### config.mk
export PLATFORM = sky130hd
export DESIGN_NAME = circulant_transpose_ctrl_flat
export DESIGN_NICKNAME = d
export VERILOG_FILES = /design/src/rtl/circ_pkg.sv /design/src/rtl/circulant_transpose_ctrl_if.sv /design/src/rtl/circ_bank_mem.sv /design/src/rtl/circulant_transpose_ctrl.sv /design/src/flat_wrapper.sv
export SDC_FILE = /design/constraint.sdc
export NUM_CORES = 1
export LEC_CHECK = 0
export ABC_AREA = 0
export BUFFER_PORTS_ARGS = -buffer_cell sky130_fd_sc_hd__buf_2
export CORE_UTILIZATION = 55
export CTS_BUF_LIST = sky130_fd_sc_hd__clkbuf_8 sky130_fd_sc_hd__clkbuf_16
export DETAILED_ROUTE_END_ITERATION = 10
export GPL_TIMING_DRIVEN = 0
export HOLD_SLACK_MARGIN = 0.08
export PLACE_DENSITY = 0.72
export SYNTH_ARGS = -nofsm -noshare
export SYNTH_HDL_FRONTEND = slang
export SYNTH_SLANG_ARGS = --single-unit
### constraint.sdc
create_clock -name clk -period 1.55 [get_ports clk]
set_input_delay 0.155 -clock clk [delete_from_list [all_inputs] [get_ports clk]]
set_output_delay 0.155 -clock clk [all_outputs]
set_load 0.01 [all_outputs]
### src/rtl/circ_pkg.sv
// Shared definitions for the circulant transpose engine: FSM states,
// a constant-foldable clog2 and the circulant bank mapping.
package circ_pkg;

    typedef enum logic {
        ST_FILL  = 1'b0,
        ST_DRAIN = 1'b1
    } state_e;

    function automatic int circ_clog2(input int value);
        int r;
        r = 0;
        while ((1 << r) < value) r++;
        return r;
    endfunction

    // Element (row, col) lives in bank (row + col) mod n at address row.
    function automatic int unsigned circ_bank(input int unsigned row,
                                              input int unsigned col,
                                              input int unsigned n);
        return (row + col) % n;
    endfunction

endpackage

### src/rtl/circulant_transpose_ctrl_if.sv
// Producer/consumer stream bundle of the transpose engine; master is the
// environment side, slave is the engine side.
interface circulant_transpose_ctrl_if #(
    parameter int DW = 8
);
    logic [DW-1:0] in_data;
    logic          in_valid;
    logic          in_ready;
    logic [DW-1:0] out_data;
    logic          out_valid;
    logic          out_ready;
    logic          out_last;
    logic          busy;

    modport master (
        output in_data, in_valid, out_ready,
        input  in_ready, out_data, out_valid, out_last, busy
    );

    modport slave (
        input  in_data, in_valid, out_ready,
        output in_ready, out_data, out_valid, out_last, busy
    );
endinterface

### src/rtl/circ_bank_mem.sv
// One circulant bank: single write port, synchronous read port whose output
// register only updates on a read enable, so it holds while the consumer stalls.
module circ_bank_mem
    import circ_pkg::*;
#(
    parameter int DW    = 8,
    parameter int DEPTH = 4,
    parameter int AW    = circ_clog2(DEPTH)
) (
    input  logic          clk,
    input  logic          we_i,
    input  logic [AW-1:0] waddr_i,
    input  logic [DW-1:0] wdata_i,
    input  logic          re_i,
    input  logic [AW-1:0] raddr_i,
    output logic [DW-1:0] rdata_o
);
    logic [DW-1:0] mem_q [DEPTH];
    logic [DW-1:0] rdata_q;

    // NOTE: storage has no reset; contents are always written before they are read.
    always_ff @(posedge clk) begin
        if (we_i) mem_q[waddr_i] <= wdata_i;
        if (re_i) rdata_q <= mem_q[raddr_i];
    end

    assign rdata_o = rdata_q;
endmodule

### src/rtl/circulant_transpose_ctrl.sv
// Streaming NxN transpose: row-major elements fill a circulant bank store,
// then drain column-major with valid/ready backpressure.
module circulant_transpose_ctrl
    import circ_pkg::*;
#(
    parameter int N  = 4,
    parameter int DW = 8
) (
    input logic                       clk,
    input logic                       rst_n,
    circulant_transpose_ctrl_if.slave bus
);
    localparam int LW   = circ_clog2(N);
    localparam int CW   = 2 * LW;
    localparam int LAST = N * N - 1;

    logic [1:0] rst_sync_q;
    logic       rst_n_s;

    state_e        state_q, state_d;
    logic [CW-1:0] wr_cnt_q, wr_cnt_d;
    logic [CW:0]   rd_cnt_q, rd_cnt_d;   // extra MSB marks "all N*N reads issued"
    logic          out_valid_q, out_valid_d;
    logic          out_last_q, out_last_d;
    logic [LW-1:0] sel_q, sel_d;

    logic          in_ready, wr_fire, rd_fire, last_fire;
    logic [LW-1:0] wr_row, wr_col, rd_row, rd_col, wr_bank;
    logic [N-1:0]  bank_we, bank_re;
    logic [DW-1:0] bank_rdata [N];

    always_ff @(posedge clk or negedge rst_n) begin
        if (!rst_n) rst_sync_q <= '0;
        else        rst_sync_q <= {rst_sync_q[0], 1'b1};
    end
    assign rst_n_s = rst_sync_q[1];

    assign wr_row  = wr_cnt_q[CW-1:LW];
    assign wr_col  = wr_cnt_q[LW-1:0];
    assign rd_col  = rd_cnt_q[CW-1:LW];
    assign rd_row  = rd_cnt_q[LW-1:0];
    assign wr_bank = LW'(circ_bank(32'(wr_row), 32'(wr_col), N));

    assign last_fire = out_valid_q && bus.out_ready && out_last_q;
    assign in_ready  = (state_q == ST_FILL) || last_fire;
    assign wr_fire   = bus.in_valid && in_ready;
    assign rd_fire   = (state_q == ST_DRAIN) && !rd_cnt_q[CW] && (!out_valid_q || bus.out_ready);

    // NOTE: combinational next-state uses blocking assignments, every target defaulted first so no latch is inferred.
    always_comb begin
        state_d     = state_q;
        wr_cnt_d    = wr_cnt_q;
        rd_cnt_d    = rd_cnt_q;
        out_valid_d = out_valid_q;
        out_last_d  = out_last_q;
        sel_d       = sel_q;

        if (wr_fire) begin
            if (wr_cnt_q == CW'(LAST)) begin
                wr_cnt_d = '0;
                state_d  = ST_DRAIN;
            end else begin
                wr_cnt_d = wr_cnt_q + CW'(1);
            end
        end

        if (bus.out_ready) begin
            out_valid_d = 1'b0;
            out_last_d  = 1'b0;
        end

        if (rd_fire) begin
            out_valid_d = 1'b1;
            out_last_d  = (rd_cnt_q[CW-1:0] == CW'(LAST));
            sel_d       = LW'(circ_bank(32'(rd_row), 32'(rd_col), N));
            rd_cnt_d    = rd_cnt_q + (CW + 1)'(1);
        end

        if (last_fire) begin
            state_d  = ST_FILL;
            rd_cnt_d = '0;
        end
    end

    // NOTE: sequential state uses non-blocking assignments only.
    always_ff @(posedge clk or negedge rst_n_s) begin
        if (!rst_n_s) begin
            state_q     <= ST_FILL;
            wr_cnt_q    <= '0;
            rd_cnt_q    <= '0;
            out_valid_q <= 1'b0;
            out_last_q  <= 1'b0;
            sel_q       <= '0;
        end else begin
            state_q     <= state_d;
            wr_cnt_q    <= wr_cnt_d;
            rd_cnt_q    <= rd_cnt_d;
            out_valid_q <= out_valid_d;
            out_last_q  <= out_last_d;
            sel_q       <= sel_d;
        end
    end

    for (genvar i = 0; i < N; i++) begin : g_bank
        assign bank_we[i] = wr_fire && (wr_bank == LW'(i));
        assign bank_re[i] = rd_fire && (LW'(circ_bank(32'(rd_row), 32'(rd_col), N)) == LW'(i));

        circ_bank_mem #(
            .DW   (DW),
            .DEPTH(N)
        ) u_mem (
            .clk    (clk),
            .we_i   (bank_we[i]),
            .waddr_i(wr_row),
            .wdata_i(bus.in_data),
            .re_i   (bank_re[i]),
            .raddr_i(rd_row),
            .rdata_o(bank_rdata[i])
        );
    end

    assign bus.in_ready  = in_ready;
    assign bus.out_data  = bank_rdata[sel_q];
    assign bus.out_valid = out_valid_q;
    assign bus.out_last  = out_last_q;
    assign bus.busy      = (state_q == ST_DRAIN);
endmodule

### src/flat_wrapper.sv
// flat-port wrapper written by rule: the top's interface ports become plain ports
module circulant_transpose_ctrl_flat import circ_pkg::*;
#(
    parameter int N  = 4,
    parameter int DW = 8
)
  (clk, rst_n, bus_in_data, bus_in_valid, bus_out_ready, bus_in_ready, bus_out_data, bus_out_valid, bus_out_last, bus_busy);
  circulant_transpose_ctrl_if #(.DW(DW)) bus_i ();
  input logic clk;
  input logic rst_n;
  input wire logic [$bits(bus_i.in_data)-1:0] bus_in_data;
  input wire logic [$bits(bus_i.in_valid)-1:0] bus_in_valid;
  input wire logic [$bits(bus_i.out_ready)-1:0] bus_out_ready;
  output wire logic [$bits(bus_i.in_ready)-1:0] bus_in_ready;
  output wire logic [$bits(bus_i.out_data)-1:0] bus_out_data;
  output wire logic [$bits(bus_i.out_valid)-1:0] bus_out_valid;
  output wire logic [$bits(bus_i.out_last)-1:0] bus_out_last;
  output wire logic [$bits(bus_i.busy)-1:0] bus_busy;
  assign bus_i.in_data = bus_in_data;
  assign bus_i.in_valid = bus_in_valid;
  assign bus_i.out_ready = bus_out_ready;
  assign bus_in_ready = bus_i.in_ready;
  assign bus_out_data = bus_i.out_data;
  assign bus_out_valid = bus_i.out_valid;
  assign bus_out_last = bus_i.out_last;
  assign bus_busy = bus_i.busy;
  circulant_transpose_ctrl #(.N(N), .DW(DW)) u_core (.clk(clk), .rst_n(rst_n), .bus(bus_i));
endmodule
==> impl_metrics.prom <==
# TYPE chip_impl_metric gauge
chip_impl_metric{name="power.sequential.fraction",unit="%"} 55.7
chip_impl_metric{name="postLayoutSetupSlackWorst",unit="ns"} -0.3286
chip_impl_metric{name="route.detailed.vias_per_inst",unit=""} 6.221
chip_impl_info{name="commonest_cells_in_the_synthesized_netlist",value="sky130_fd_sc_hd__edfxtp_1 (160), sky130_fd_sc_hd__mux4_2 (40), sky130_fd_sc_hd__dfrtp_1 (16)"} 1
chip_impl_metric{name="power.share.clock",unit="%"} 43.5
chip_impl_info{name="tritoncts",value="yes"} 1
chip_impl_info{name="rsz0062_at_grt",value="yes"} 1
chip_impl_metric{name="required",unit="ns"} 1.68
chip_impl_metric{name="final_hold_viol_count",unit=""} 0
chip_impl_metric{name="gp_routability_congestion",unit=""} 0.7636
chip_impl_metric{name="floorplan.core_area",unit="sq um"} 12010
chip_impl_metric{name="tritoncts_num_sinks",unit=""} 176
chip_impl_metric{name="fp.dieH",unit="um"} 113.2
chip_impl_metric{name="clk_pin_slew_worst_paths",unit="ns"} 0.07
chip_impl_metric{name="antennaDiodeCount",unit=""} 0
chip_impl_metric{name="max_cap_violations",unit=""} 0
chip_impl_metric{name="floorplan.io_pins",unit=""} 24
chip_impl_metric{name="post-route-util",unit="%"} 74.02
chip_impl_info{name="timing.critical_path.slowest_stage_cell",value="sky130_fd_sc_hd__xor3_2"} 1
chip_impl_info{name="path_cells",value="buf_6 -> xor3_2 -> nand2_4 -> nor3_4 -> buf_12"} 1
chip_impl_metric{name="dp.final_hpwl",unit="um"} 8051
chip_impl_info{name="synthDominantAreaCellType",value="sky130_fd_sc_hd__edfxtp_1"} 1
chip_impl_metric{name="detailedRoute.firstIterationViolations",unit=""} 375
chip_impl_metric{name="power.total",unit="mW"} 9.275
chip_impl_info{name="min_path_type",value="in2reg"} 1
chip_impl_metric{name="drcViolationCount",unit=""} 0
chip_impl_info{name="post_synth_main_area_contributors",value="sky130_fd_sc_hd__edfxtp_1 (71%), sky130_fd_sc_hd__mux4_2 (13%), sky130_fd_sc_hd__dfrtp_1 (5.9%), sky130_fd_sc_hd__ha_1 (0.74%), sky130_fd_sc_hd__nor3_1 (0.66%)"} 1
chip_impl_info{name="worst_setup_path_end_kind",value="register"} 1
chip_impl_metric{name="htree_num_levels",unit=""} 4
chip_impl_metric{name="synth_warnings",unit=""} 0
chip_impl_metric{name="first_global_vias",unit=""} 3589
chip_impl_metric{name="synth_async_sr_flop_share",unit="%"} 9.091
chip_impl_metric{name="floorplan.die_area",unit="sq um"} 12810
chip_impl_info{name="cts.root.buffer_cell",value="sky130_fd_sc_hd__clkbuf_16"} 1
chip_impl_metric{name="final_cell_area",unit="sq um"} 8891
chip_impl_metric{name="cpPeakStageDelay",unit="ns"} 0.53
chip_impl_metric{name="wl_per_cell",unit="um"} 25.93
chip_impl_metric{name="final_wirelength",unit="um"} 14880
chip_impl_metric{name="timing.setup.tns",unit="ns"} -41.06
chip_impl_metric{name="syn_nets",unit=""} 335
chip_impl_metric{name="global_route_total_overflow",unit=""} 0
chip_impl_metric{name="final_max_slew_viol_count",unit=""} 0
chip_impl_metric{name="groute.usage.overall",unit="%"} 25.35
chip_impl_metric{name="floorplan.rows",unit=""} 40
chip_impl_metric{name="postSynthRegisterBits",unit=""} 176
chip_impl_metric{name="synth.cell_area",unit="sq um"} 6797
chip_impl_metric{name="syn_avg_cell_area",unit="sq um"} 21.31
chip_impl_metric{name="timing.final.crit_period",unit="ns"} 1.879
chip_impl_metric{name="p_switching",unit="mW"} 1.770
chip_impl_metric{name="grt_antenna_before_repair",unit=""} 0
chip_impl_info{name="start_kind",value="register"} 1
chip_impl_metric{name="achievable-frequency",unit="MHz"} 532.3
chip_impl_metric{name="post_dp_cell_area",unit="sq um"} 7300
chip_impl_metric{name="maximum_number_of_pins_on_one_net_before_global_route_repair",unit=""} 17
chip_impl_metric{name="static-leakage-power",unit="nW"} 3.010
chip_impl_metric{name="final_layout_size_suffix_gt1_share",unit="%"} 46.84
chip_impl_metric{name="crit_buf_inv",unit=""} 2
chip_impl_metric{name="slew_headroom",unit="%"} 60.28
chip_impl_metric{name="initial_utilization",unit="%"} 56.58
chip_impl_metric{name="synth_cell_types",unit=""} 41
chip_impl_metric{name="cts_made_buffers",unit=""} 17
chip_impl_metric{name="worst_hold_slack",unit="ns"} 0.1033
chip_impl_metric{name="switching_share",unit="%"} 19.09
chip_impl_info{name="worstSetupStartpoint",value="u_core.wr_cnt_q[3]$_DFFE_PN0P_"} 1
chip_impl_metric{name="combinational_share_of_power",unit="%"} 0.8
chip_impl_metric{name="syn_inst",unit=""} 319
chip_impl_metric{name="synth-edff-count",unit=""} 160
chip_impl_metric{name="grt_pass1_wl",unit="um"} 22210
chip_impl_info{name="worst_path_dominant_cell_family",value="XOR/XNOR gates"} 1
chip_impl_info{name="violations",value="setup timing"} 1
chip_impl_metric{name="slew_of_the_pin_with_the_lowest_slew_margin",unit="ns"} 0.5958
chip_impl_metric{name="timing.final.crit_share",unit="%"} 121.2
chip_impl_metric{name="worst_clock_skew",unit="ns"} 0.009290
chip_impl_info{name="leading_cell_type_by_number_of_instances_after_synthesis",value="sky130_fd_sc_hd__edfxtp_1"} 1
chip_impl_metric{name="setup_viol",unit=""} 194
chip_impl_metric{name="clockBufferDepth",unit=""} 2
chip_impl_info{name="dominantRegCellSynth",value="sky130_fd_sc_hd__edfxtp_1"} 1
chip_impl_metric{name="cp_max_fo",unit=""} 8
chip_impl_metric{name="design.final.nets",unit=""} 432
chip_impl_info{name="min_from",value="bus_in_valid"} 1
chip_impl_metric{name="chipWidth",unit="um"} 113.2
chip_impl_info{name="critical_path_type",value="reg2reg"} 1
chip_impl_metric{name="p_per_area",unit="nW/um^2"} 1043
chip_impl_metric{name="clock_insertion_delay_worst_skew",unit="ns"} 0.43
chip_impl_metric{name="intPower",unit="mW"} 7.505
chip_impl_metric{name="arrival",unit="ns"} 2.01
chip_impl_metric{name="portion_of_the_post_synthesis_area_used_by_sequential_elements",unit="%"} 76.58
chip_impl_metric{name="area.growth.synth_to_final",unit="%"} 30.82
chip_impl_metric{name="regToRegSetupSlack",unit="ns"} -0.33
chip_impl_info{name="r2r-start",value="u_core.wr_cnt_q[3]$_DFFE_PN0P_"} 1
chip_impl_info{name="outcome",value="finished with violations"} 1
chip_impl_metric{name="port_buffers",unit=""} 23
chip_impl_metric{name="vias",unit=""} 3571
chip_impl_metric{name="vdd_ir_drop_max",unit="mV"} 1.021
chip_impl_metric{name="netlist.area_leader.share",unit="%"} 70.69
chip_impl_metric{name="final_antenna_net_count",unit=""} 0
chip_impl_metric{name="dr.pass1.iters",unit=""} 5
-- flip-flops by register name (all words and copies together), names as in the netlist --
register,flops
u_core.rd_cnt_q,5
u_core.rst_sync_q,2
u_core.bus.out_last,1
u_core.bus.busy,1
u_core.g_bank.u_mem.rdata_o,32
u_core.g_bank.u_mem.mem_q,128
u_core.wr_cnt_q,4
u_core.bus.out_valid,1
u_core.sel_q,2
-- cell type report --
| type | instances | area [sq um] |
|---|---|---|
| sequential | 176 | 5209 |
| fill | 637 | 3120 |
| buffer | 13 | 161.4 |
| tap | 147 | 183.9 |
| inverter | 4 | 15.01 |
| multi-input combinational | 124 | 1810 |
| clock buffer | 17 | 425.4 |
| clock inverter | 13 | 125.1 |
| timing repair buffer | 80 | 960.9 |
-- cell usage in the layout, fill, tap and decap left out, types with 5 or more instances in the layout --
cell	count
sky130_fd_sc_hd__edfxtp_1	160
sky130_fd_sc_hd__mux4_2	40
sky130_fd_sc_hd__buf_12	26
sky130_fd_sc_hd__buf_6	23
sky130_fd_sc_hd__buf_2	20
sky130_fd_sc_hd__buf_4	17
sky130_fd_sc_hd__clkbuf_16	17
sky130_fd_sc_hd__dfrtp_1	13
sky130_fd_sc_hd__nor3_4	9
sky130_fd_sc_hd__nand2_1	7
sky130_fd_sc_hd__nor2_4	6
sky130_fd_sc_hd__a21oi_1	6
sky130_fd_sc_hd__o21ai_0	5
-- repair_timing --
item,in CTS,in global routing
pin swaps,25,20
hold buffers,3,0
hold endpoints to repair,3,0
gates resized for setup,51,24
setup endpoints to repair,200,206
gates cloned,3,1
buffers inserted,43,8
-- routing by layer --
layer  track usage [%]  up-vias  wire, um  share of wire [%]
li1                  -     1511         -                  -
met1             34.16     1899      6239                 42
met2             41.27      138      7623                 51
met3             6.160       23       735                4.9
met4             8.333        0       284                1.9
met5                 0        -         0                  0
-- cell families after synthesis --
group / count (synthesis) / synth area share [%]
other: 1 / 0.05518
adders and majority gates: 4 / 0.7364
AOI/OAI and AO/OA: 20 / 1.915
and+or+nand+nor: 50 / 4.031
muxes: 44 / 13.90
xor gates and xnor gates: 5 / 1.105
DFF: 176 / 76.58
buffers and inverters: 19 / 1.675
-- path summary, 6_finish.rpt --
kind | endpoint | cells after the start
setup / recovery | u_core.g_bank[2].u_mem.mem_q[2][4]$_DFFE_PP_ | 5
hold / removal | u_core.bus.busy$_DFFE_PN0P_ | 3
setup reg to reg | u_core.g_bank[2].u_mem.mem_q[2][4]$_DFFE_PP_ | 5
hold reg to reg | u_core.wr_cnt_q[1]$_DFFE_PN0P_ | 0
max in group asynchronous | u_core.rst_sync_q[0]$_DFF_PN0_ | 3
min in group asynchronous | u_core.wr_cnt_q[1]$_DFFE_PN0P_ | 0
-- worst min-delay path, delay by kind of cell --
| kind | cells | cell delay, ns |
|---|---|---|
| buf+inv | 1 | 0.16 |
| simple gates | 1 | 0.11 |
| compound gates | 1 | 0.06 |
-- power groups by stage --
stage,logic (mW),clock network (mW),registers (mW)
global route,0.0822,4.26,5.17
floorplan,0.00136,0,5.27
global placement,0.0589,0,5.27
CTS,0.0726,4.05,5.17
finish,0.0751,4.03,5.17
detailed placement,0.0665,0,5.27
-- through the flow --
stage	cells	worst slack (ns)
global route	574	-0.3691
floorplan	319	-0.2222
finish	574	-0.3286
CTS	567	-0.3429
detailed placement	489	-0.5930
global placement	489	-0.5808
No activity file was read; power rests on OpenSTA's default activity.
